**config.mk**
```make
export PLATFORM = sky130hd
export DESIGN_NAME = tm_run_ctrl
export DESIGN_NICKNAME = d
export VERILOG_FILES = /design/src/rtl/tm_run_ctrl_pkg.sv /design/src/rtl/tm_cycle_counter.sv /design/src/rtl/tm_run_ctrl.sv
export SDC_FILE = /design/constraint.sdc
export NUM_CORES = 1
export LEC_CHECK = 0
export BUFFER_PORTS_ARGS = -buffer_cell sky130_fd_sc_hd__buf_2
export CORE_MARGIN = 2
export CORE_UTILIZATION = 30
export CTS_CLUSTER_SIZE = 40
export DETAILED_ROUTE_END_ITERATION = 16
export MAX_ROUTING_LAYER = met4
export PLACE_DENSITY = 0.58
export SYNTH_ARGS = -nofsm -noshare
export SYNTH_HDL_FRONTEND = slang
export SYNTH_SLANG_ARGS = --single-unit
export TNS_END_PERCENT = 1
```
**constraint.sdc**
```tcl
create_clock -name gclk -period 5.4 [get_ports gclk]
set_clock_uncertainty 0.15 [all_clocks]
set_input_delay 0.54 -clock gclk [delete_from_list [all_inputs] [get_ports gclk]]
set_output_delay 0.54 -clock gclk [all_outputs]
set_load 0.005 [all_outputs]
```
**src/rtl/tm_run_ctrl_pkg.sv**
```systemverilog
// Shared types for the timing-model run controller: clock bundle, debug
// start/stop encoding, host run commands and controller states.
package tm_run_ctrl_pkg;

    localparam int DEF_BUDGET_W = 32;
    localparam int DEF_DRAIN_CYC = 8;
    localparam int DEF_CNT_W = 64;

    typedef struct packed {
        logic clk;
    } iu_clk_type;

    typedef enum logic [1:0] {
        TM_DBG_NOP   = 2'd0,
        TM_DBG_START = 2'd1,
        TM_DBG_STOP  = 2'd2
    } tm_dbg_ctrl_type;

    typedef enum logic [2:0] {
        RC_NOP   = 3'd0,
        RC_START = 3'd1,
        RC_STOP  = 3'd2,
        RC_STEP  = 3'd3,
        RC_CLEAR = 3'd4
    } tm_runctl_cmd_type;

    typedef enum logic [1:0] {
        IDLE  = 2'd0,
        RUN   = 2'd1,
        DRAIN = 2'd2,
        HALT  = 2'd3
    } tm_runctl_state_type;

    // Target cycles only count while the model is (or may still be) executing.
    function automatic logic counts_target(input tm_runctl_state_type s);
        return (s == RUN) || (s == DRAIN);
    endfunction

    function automatic logic accepts_start(input tm_runctl_state_type s);
        return (s == IDLE) || (s == HALT);
    endfunction

endpackage

```
**src/rtl/tm_cycle_counter.sv**
```systemverilog
// Wrapping cycle counter with synchronous clear; clear beats increment.
module tm_cycle_counter
    import tm_run_ctrl_pkg::*;
#(
    parameter int CNT_W = DEF_CNT_W
) (
    input  iu_clk_type        gclk,
    input  logic              rst,
    input  logic              inc,
    input  logic              clr,
    output logic [CNT_W-1:0]  value
);

    logic [CNT_W-1:0] value_q;
    logic [CNT_W-1:0] value_d;

    always_comb begin
        value_d = value_q;
        if (clr) begin
            value_d = '0;
        end else if (inc) begin
            value_d = value_q + CNT_W'(1);
        end
    end

    always_ff @(posedge gclk.clk) begin
        if (rst) begin
            value_q <= '0;
        end else begin
            value_q <= value_d;
        end
    end

    assign value = value_q;

endmodule

```
**src/rtl/tm_run_ctrl.sv**
```systemverilog
// Run controller: turns host debug commands into registered start/stop pulses
// for the timing model, waits out pipeline drain, and keeps cycle counters.
module tm_run_ctrl
    import tm_run_ctrl_pkg::*;
#(
    parameter int BUDGET_W  = DEF_BUDGET_W,
    parameter int DRAIN_CYC = DEF_DRAIN_CYC,
    parameter int CNT_W     = DEF_CNT_W
) (
    input  iu_clk_type           gclk,
    input  logic                 rst,
    input  tm_runctl_cmd_type    cmd,
    input  logic [BUDGET_W-1:0]  budget,
    input  logic                 budget_we,
    input  logic                 tick,
    input  logic                 tm_running,
    output tm_dbg_ctrl_type      tm_ctrl,
    output tm_runctl_state_type  state,
    output logic                 done,
    output logic [CNT_W-1:0]     target_cycles,
    output logic [CNT_W-1:0]     host_cycles
);

    localparam int DRAIN_W = (DRAIN_CYC < 1) ? 1 : $clog2(DRAIN_CYC + 1);
    localparam logic [DRAIN_W-1:0] DRAIN_LOAD = DRAIN_W'(DRAIN_CYC);

    tm_runctl_state_type  state_q, state_d;
    tm_dbg_ctrl_type      tm_ctrl_q, tm_ctrl_d;
    logic                 done_q, done_d;
    logic [BUDGET_W-1:0]  budget_q, budget_d;
    logic [BUDGET_W-1:0]  remaining_q, remaining_d;
    logic [DRAIN_W-1:0]   drain_cnt_q, drain_cnt_d;

    logic stop_req;
    logic budget_expired;
    logic target_inc;
    logic counters_clr;

    assign stop_req       = (cmd == RC_STOP);
    assign budget_expired = tick && (remaining_q == BUDGET_W'(1));
    assign target_inc     = tick && counts_target(state_q);
    assign counters_clr   = (cmd == RC_CLEAR);

    // remaining==0 means free-run: it is never decremented and never expires.
    always_comb begin
        state_d     = state_q;
        tm_ctrl_d   = TM_DBG_NOP;
        done_d      = 1'b0;
        budget_d    = budget_we ? budget : budget_q;
        remaining_d = remaining_q;
        drain_cnt_d = drain_cnt_q;

        case (state_q)
            IDLE, HALT: begin
                if (cmd == RC_START) begin
                    state_d     = RUN;
                    remaining_d = budget_q;
                    tm_ctrl_d   = TM_DBG_START;
                end else if (cmd == RC_STEP) begin
                    state_d     = RUN;
                    remaining_d = BUDGET_W'(1);
                    tm_ctrl_d   = TM_DBG_START;
                end
            end
            RUN: begin
                if (stop_req || budget_expired) begin
                    state_d     = DRAIN;
                    drain_cnt_d = DRAIN_LOAD;
                    tm_ctrl_d   = TM_DBG_STOP;
                end else if (tick && (remaining_q > BUDGET_W'(1))) begin
                    remaining_d = remaining_q - BUDGET_W'(1);
                end
            end
            DRAIN: begin
                // Any sign of life from the pipeline restarts the quiet window.
                if (tm_running) begin
                    drain_cnt_d = DRAIN_LOAD;
                end else if (drain_cnt_q <= DRAIN_W'(1)) begin
                    state_d = HALT;
                    done_d  = 1'b1;
                end else begin
                    drain_cnt_d = drain_cnt_q - DRAIN_W'(1);
                end
            end
            default: begin
                state_d = IDLE;
            end
        endcase
    end

    // Reset issues no stop pulse: the timing model shares rst and stops itself.
    always_ff @(posedge gclk.clk) begin
        if (rst) begin
            state_q     <= IDLE;
            tm_ctrl_q   <= TM_DBG_NOP;
            done_q      <= 1'b0;
            budget_q    <= '0;
            remaining_q <= '0;
            drain_cnt_q <= '0;
        end else begin
            state_q     <= state_d;
            tm_ctrl_q   <= tm_ctrl_d;
            done_q      <= done_d;
            budget_q    <= budget_d;
            remaining_q <= remaining_d;
            drain_cnt_q <= drain_cnt_d;
        end
    end

    tm_cycle_counter #(
        .CNT_W (CNT_W)
    ) u_target_cnt (
        .gclk  (gclk),
        .rst   (rst),
        .inc   (target_inc),
        .clr   (counters_clr),
        .value (target_cycles)
    );

    tm_cycle_counter #(
        .CNT_W (CNT_W)
    ) u_host_cnt (
        .gclk  (gclk),
        .rst   (rst),
        .inc   (tm_running),
        .clr   (counters_clr),
        .value (host_cycles)
    );

    assign tm_ctrl = tm_ctrl_q;
    assign state   = state_q;
    assign done    = done_q;

endmodule

```
==> metrics.cfg, run 1 <==
[detailed_routing]
drt-initial-drc-count = 617
routed_via_density = 5.30
routedWlPerCell_um = 15.8
post-route-drc-count = 0
vias = 9757
postRouteAntennaNets = 0
top_layer = met4
wl_met3_um = 1750
firstDrtPassIters = 5
routed_wl_um = 29100
wl_met2_um = 13100
met1_length_um = 13600

[timing]
worst_pin_slew_ns = 1.12
maxSlewViolCount = 0
fin_crit_sh = 0.630
finalCriticalPeriod_ns = 3.40
finalHoldViolations = 0
fmax_ghz = 0.294
finalWorstSetupSlack_ns = 2.00
finalSetupTns_ns = 0
slew_headroom = 0.244
rsz0062_at_grt = false
setup_viol = 0

[worst_hold_path]
hp-class = primary input to flip-flop
hold_start = budget[2]
hold_path_end = budget_q[2]
holdPathStages = 3

[logic_synthesis]
synthFlopType = dfxtp_1
syn_area_um2 = 10100
yosysWarnings = 0
synth_compound_area_frac = 0.152
synth_xor_area_frac = 0.0467
yosys-mux-area-fraction = 0.0455
synth_top_family_by_area = simple AND/OR/NAND/NOR gates
synth_edf_count = 0
async_reset_ff_frac = 0
synth-seq-area-share = 0.397
synth_cell_types = 69
synthCells = 1235
syn_area_per_cell_um2 = 8.20
synth_fa_ha_area_frac = 0.0124
synthSimpleGateAreaFrac = 0.307
ys_seq_elements = 201
syn_nets = 1285

[grt]
grt_max_degree = 95
antenna_found_initial = 1
grt_first_pass_wirelength_um = 47100
grt_pass1_vias = 8838
grt_usage = 0.163
overflow = 0

[cts]
cts_tree = yes
cts_num_sinks = 201
cts_buffer_depth = 3
ctsHtreeMaxLevel = 1
cts_buffers = 25
cts_hold_buffers = 0
cts_resized = 0
cts_setup_buffers = 0
clk_pin_slew_ns = 0.06
clk-insertion-delay-late_ns = 0.52
root_buffer = clkbuf_16

[power]
total_power_mw = 4.79
ir_drop_v = 0.000331
p_leak_nw = 4.52
power_density_nw_per_um2 = 391

[place]
gp_congestion = 0.837
numPortBuffers = 172
hpwl_um = 20100
dp_slack_ns = 1.97
place_area_um2 = 11400

[critical_path]
cp-start-kind = flip-flop
slowest_stage = o31a_1
endpoint_kind = flip-flop
crit_chain = inv_1 > ha_1 > buf_4 > nor4bb_1 > a2111oi_2 > o31a_1 > o21ai_0 > a31o_2
critical_path_class = flip-flop to flip-flop
cp.required_ns = 5.66
path_buf_inv = 2
worstPathMaxFanout = 30
critPathTopFamily = compound AO/OA/AOI/OAI gates
worstRegToRegCells = 8
arrival_ns = 3.66
r2r_slack_ns = 2.00
critical_path_depth = 8
max_stage_delay_ns = 0.79
worstReg2RegEnd = remaining_q[20]
startpoint = state[1]
reg2reg_from = state[1]

[cells_and_area]
drive_gt1_frac = 0.186
syn2layout_area_growth_pct = 20.9
fin_area_um2 = 12200
final_util = 0.367
finalNetCount = 1424

[die]
rows = 67
coreArea_um2 = 33400
die_w_um = 188
die_h_um = 188
io_pins = 173
initial_core_util = 0.304
die_area_um2 = 35200

[outcome]
run_status = finished, final reports clean

[job]
cap_viol_max_count = 0

[cells in the final DEF (no fill, tap or decap), types with 5 or more instances in the layout]
| cell | count |
|---|---|
| a21o_1 | 6 |
| a21oi_1 | 85 |
| a31oi_1 | 8 |
| a32o_1 | 5 |
| and2_1 | 7 |
| and3_1 | 17 |
| and4_1 | 16 |
| buf_2 | 172 |
| buf_4 | 10 |
| clkbuf_16 | 25 |
| clkbuf_8 | 5 |
| dfxtp_1 | 201 |
| ha_1 | 10 |
| inv_1 | 29 |
| mux2i_1 | 43 |
| nand2_1 | 114 |
| nand2b_1 | 8 |
| nand3_1 | 62 |
| nand4_1 | 51 |
| nor2_1 | 132 |
| nor2b_1 | 5 |
| nor3_1 | 45 |
| nor4_1 | 24 |
| o211ai_1 | 15 |
| o21ai_0 | 46 |
| o31ai_1 | 32 |
| o32ai_1 | 6 |
| or3_1 | 33 |
| or4_1 | 42 |
| xnor2_1 | 34 |
| xor2_1 | 20 |
[tightest hold or removal path: cells and delay by family]
kind	cells	cell delay (ns)
buffers and inverters	1	0.07
multiplexers	1	0.05
AND/OR/NAND/NOR	1	0.07
[logic make-up (layout without fill, tap and decap cells)]
kind of cell / after synthesis / in the layout
other: 0 / 1
adders and majority gates: 10 / 10
buffers and inverters: 99 / 257
DFF: 201 / 201
and+or+nand+nor: 586 / 586
xor gates and xnor gates: 54 / 54
AOI/OAI and AO/OA: 240 / 240
muxes: 45 / 45
[routing by layer]
layer / vias to the layer above / global-route usage
met5: - / -
met4: 0 / 0.0369
met3: 36 / 0.0294
met2: 256 / 0.257
met1: 4619 / 0.218
li1: 4846 / -
[how the worst max path moves through the flow]
stage	end
after global placement	u_host_cnt.value[54]
after floorplan	u_target_cnt.value[35]
final	remaining_q[20]
after CTS	remaining_q[20]
after global routing	remaining_q[20]
after detailed placement	u_host_cnt.value[57]
[report_power, final]
group	internal [mW]	total, mW	switching, mW
Combinational	0.479	1.40	0.916
Sequential	1.57	1.66	0.0912
Clock	1.07	1.74	0.672
Total	3.12	4.79	1.68
[cell usage after synthesis, types with 3 or more instances]
master / count / area (um^2)
or3b_2: 3 / 26.3
a21o_1: 7 / 52.6
buf_2: 5 / 25.0
or4_1: 42 / 315
nor2_1: 132 / 495
o31ai_1: 32 / 240
dfxtp_1: 201 / 4020
o211ai_1: 15 / 113
nor3_2: 3 / 30.0
nor3_1: 46 / 230
a31oi_1: 8 / 50.1
mux2i_1: 43 / 430
or3_1: 33 / 206
a21oi_1: 86 / 430
inv_1: 29 / 109
o32ai_1: 6 / 52.6
o31a_1: 4 / 35.0
o22ai_1: 3 / 18.8
o21ai_0: 46 / 230
nand4_1: 51 / 319
or2_2: 4 / 25.0
nor4_1: 25 / 156
nand2b_1: 8 / 50.1
and2_1: 7 / 43.8
and4_1: 16 / 140
buf_1: 19 / 71.3
clkbuf_1: 44 / 165
or4_4: 3 / 33.8
xor2_1: 20 / 175
nor2b_1: 5 / 31.3
o21a_1: 4 / 30.0
nand2_1: 114 / 428
a32oi_1: 3 / 26.3
a41oi_1: 3 / 26.3
ha_1: 10 / 125
and3_1: 17 / 106
xnor2_1: 34 / 298
nand3_1: 62 / 310
nor4_2: 3 / 37.5
a32o_1: 5 / 50.1
[registers in the layout, summed over array words and instances (netlist names)]
signal / count
budget_q: 32
done: 1
drain_cnt_q: 4
remaining_q: 32
state: 2
tm_ctrl: 2
u_host_cnt.value: 64
u_target_cnt.value: 64
[metrics by stage]
stage	hold slack, ns	cells
floorplan	0.275	1235
global placement	0.297	1795
detailed placement	0.302	1795
CTS	0.0764	1841
global route	0.0920	1842
finish	0.106	1842
[cell type report]
| cell class | count | area, um^2 |
|---|---|---|
| fillers | 3552 | 21100 |
| multi-input cells | 935 | 5750 |
| flip-flops and latches | 201 | 4020 |
| repair buffers | 182 | 936 |
| clock buffers | 34 | 709 |
| well taps | 448 | 561 |
| clock inverters | 12 | 154 |
| inverters | 29 | 109 |
| diodes | 1 | 2.50 |
(Power assumes the default switching activity.)
==> run 2, diff against run 1 <==
--- a/config.mk
+++ b/config.mk
@@ -11,7 +11,7 @@
 export CTS_CLUSTER_SIZE = 40
 export DETAILED_ROUTE_END_ITERATION = 16
 export MAX_ROUTING_LAYER = met4
-export PLACE_DENSITY = 0.58
+export PLACE_DENSITY = 0.6
 export SYNTH_ARGS = -nofsm -noshare
 export SYNTH_HDL_FRONTEND = slang
 export SYNTH_SLANG_ARGS = --single-unit
==> constraint.sdc (replaced) <==
create_clock -name gclk -period 3.1 [get_ports gclk]
set_clock_uncertainty 0.15 [all_clocks]
set_input_delay 0.31 -clock gclk [delete_from_list [all_inputs] [get_ports gclk]]
set_output_delay 0.31 -clock gclk [all_outputs]
set_load 0.005 [all_outputs]
==> run 2 against run 1 <==
Net effect: core utilization increased by 1.6 points; register-to-register slack got worse by 1.7 ns; fmax increased by 21%; sequential power increased by 74%; routed wire length increased by 2.7%; sequential cell count unchanged; sequential share of layout area decreased by 1.3 points; die area unchanged; setup slack got worse by 1.7 ns; total power increased by 77%; critical endpoint is now remaining_q[1].
==> metrics.cfg, run 2 (synthesized netlist as in run 1, its figures left out) <==
[cells_and_area]
layout_commonest_cell = dfxtp_1
finalNetCount = 1489  ; +4.6%
antenna_cells = 0  ; -1
instances_no_fill = 1902  ; +3.3%
syn2layout_area_growth_pct = 26.1
drive_gt1_frac = 0.199  ; +0.0128
multi_input_area_um2 = 5750  ; about the same
seq_area_um2 = 4020  ; unchanged
fillers = 3480  ; -2.0%
most-common-layout-cells = dfxtp_1 (201), buf_2 (172), nor2_1 (132)
final_util = 0.383  ; +0.0156

[critical_path]
crit_path_frequent_cell = buf_4
crit_chain = inv_1 > ha_1 > buf_4 > nor2b_1 > a2111oi_2 > o31a_1 > buf_4 > nor2_1 > a211oi_1
max_stage_delay_ns = 0.51  ; -0.28 ns
arrival_ns = 3.11  ; -0.55 ns
worstPathMaxFanout = 12  ; -60%
endpoint_kind = flip-flop
critPathTopFamily = compound AO/OA/AOI/OAI gates
path_buf_inv = 3  ; +1
cp.required_ns = 3.39  ; -2.27 ns
slowest_stage = o31a_1
cp-start-kind = flip-flop
critical_path_class = flip-flop to flip-flop

[grt]
antenna_found_initial = 0  ; -1
grt_max_degree = 51  ; -46%
overflow = 0  ; unchanged
grt_usage = 0.169  ; +0.00610
grt_pass1_vias = 9431  ; +6.7%
grt_first_pass_wirelength_um = 48900  ; +3.9%

[timing]
maxSlewViolCount = 0  ; unchanged
finalCriticalPeriod_ns = 2.82  ; -0.582 ns
hold_ws_ns = 0.0586  ; -0.0478 ns
slew_headroom = 0.353  ; +0.109
fmax_ghz = 0.355  ; +21%
rsz0062_at_grt = false
finalSetupTns_ns = 0  ; unchanged
fin_crit_sh = 0.909  ; +0.279
worst_pin_slew_ns = 0.971  ; -0.154 ns
finalHoldViolations = 0  ; unchanged
setup_viol = 0  ; unchanged

[power]
p_switching_mw = 2.97  ; +77%
p_sw_frac = 0.351  ; +0.000475
total_power_mw = 8.48  ; +77%
p_comb_frac = 0.321  ; +0.030
p_clk_frac = 0.338  ; -0.025
pwr-share-seq = 0.341  ; -0.005
ir_drop_v = 0.000417  ; +26%
p_int_mw = 5.51  ; +77%
power_density_nw_per_um2 = 664  ; +70%
p_leak_nw = 4.79  ; +5.9%

[place]
gp_congestion = 0.832  ; -0.60%
numPortBuffers = 172  ; unchanged
hpwl_um = 21200  ; +5.2%
dp_cells = 1827  ; +1.8%

[die]
die_h_um = 188  ; unchanged
io_pins = 173  ; unchanged
die_w_um = 188  ; unchanged
rows = 67  ; unchanged
coreArea_um2 = 33400  ; unchanged
initial_core_util = 0.304  ; unchanged
die_area_um2 = 35200  ; unchanged

[detailed_routing]
routedWlPerCell_um = 15.7  ; -0.53%
firstDrtPassIters = 5  ; unchanged
routed_via_density = 5.28  ; -0.38%
post-route-drc-count = 0  ; unchanged
routed_wl_um = 29800  ; +2.7%
vias = 10037  ; +2.9%
postRouteAntennaNets = 0  ; unchanged
drt-initial-drc-count = 682  ; +11%

[job]
cap_viol_max_count = 0  ; unchanged

[cts]
ctsHtreeMaxLevel = 1  ; unchanged
cts_tree = yes
cts_num_sinks = 201  ; unchanged
clk-insertion-delay-late_ns = 0.53  ; about the same
cts_buffer_depth = 3  ; unchanged
root_buffer = clkbuf_16
clk_pin_slew_ns = 0.06  ; about the same
cts_buffers = 26  ; +4.0%

[worst_hold_path]
hp-class = primary input to flip-flop

[outcome]
run_status = finished, final reports clean

[run 2: changes by cell type in the layout (fill, tap and decap cells not counted), sizes merged]
cell / delta
dlygate4sd3: +32
inv: -2
buf: +32
diode: -1
bufinv: -2
clkinvlp: +1
[run 2: final cells by class]
type	count	area share
clock buffer	34	0.0564
clock inverter	9	0.00755
inverter	29	0.00853
multi-input combinational	935	0.450
sequential	201	0.315
tap	448	0.0439
timing repair buffer	246	0.118
[run 2: final timing paths]
kind,from,endpoint,slack (ns),cells after the start
setup / recovery,state[1],remaining_q[1],0.28,9
hold / removal,tm_running,u_host_cnt.value[0],0.06,3
setup reg to reg,state[1],remaining_q[1],0.28,9
hold reg to reg,remaining_q[30],remaining_q[30],0.32,2
[run 2: what timing repair did]
action | in CTS | in global routing
setup endpoints to repair | 0 | 1
gates resized for setup | 0 | 1
setup buffers | 0 | 0
endpoints found under the hold margin | 32 | 0
hold buffers | 32 | 0
[run 2: per-layer routing]
| layer | GRT usage | up-vias | share of wire |
|---|---|---|---|
| met1 | 0.221 | 4723 | 0.46 |
| met4 | 0.0373 | 0 | 0.018 |
| met2 | 0.275 | 306 | 0.46 |
| met3 | 0.0273 | 38 | 0.062 |
| met5 | - | - | 0 |
| li1 | - | 4970 | - |
[run 2: power groups by stage]
stage | registers (mW) | logic (mW) | clock network, mW
2_1_floorplan | 2.90 | 1.87 | 0
3_3_place_gp | 2.94 | 2.63 | 0
3_5_place_dp | 2.95 | 2.65 | 0
4_1_cts | 2.89 | 2.70 | 2.95
5_1_grt | 2.92 | 2.97 | 3.05
6_report | 2.89 | 2.72 | 2.87
[run 2: through the flow]
stage          area, um^2  setup WS (ns)
4_1_cts             12800          0.206
3_5_place_dp        11600          0.198
2_1_floorplan       10100          0.412
5_1_grt             12800          0.116
6_report            12800          0.282
3_3_place_gp        11600          0.246
[run 2: worst reg2reg max path: stages, from the launching register on]
cell and delay, ns:
dfxtp_1 0.38, inv_1 0.09, ha_1 0.23, buf_4 0.20, nor2b_1 0.15, a2111oi_2 0.50, o31a_1 0.51, buf_4 0.28
nor2_1 0.06, a211oi_1 0.20
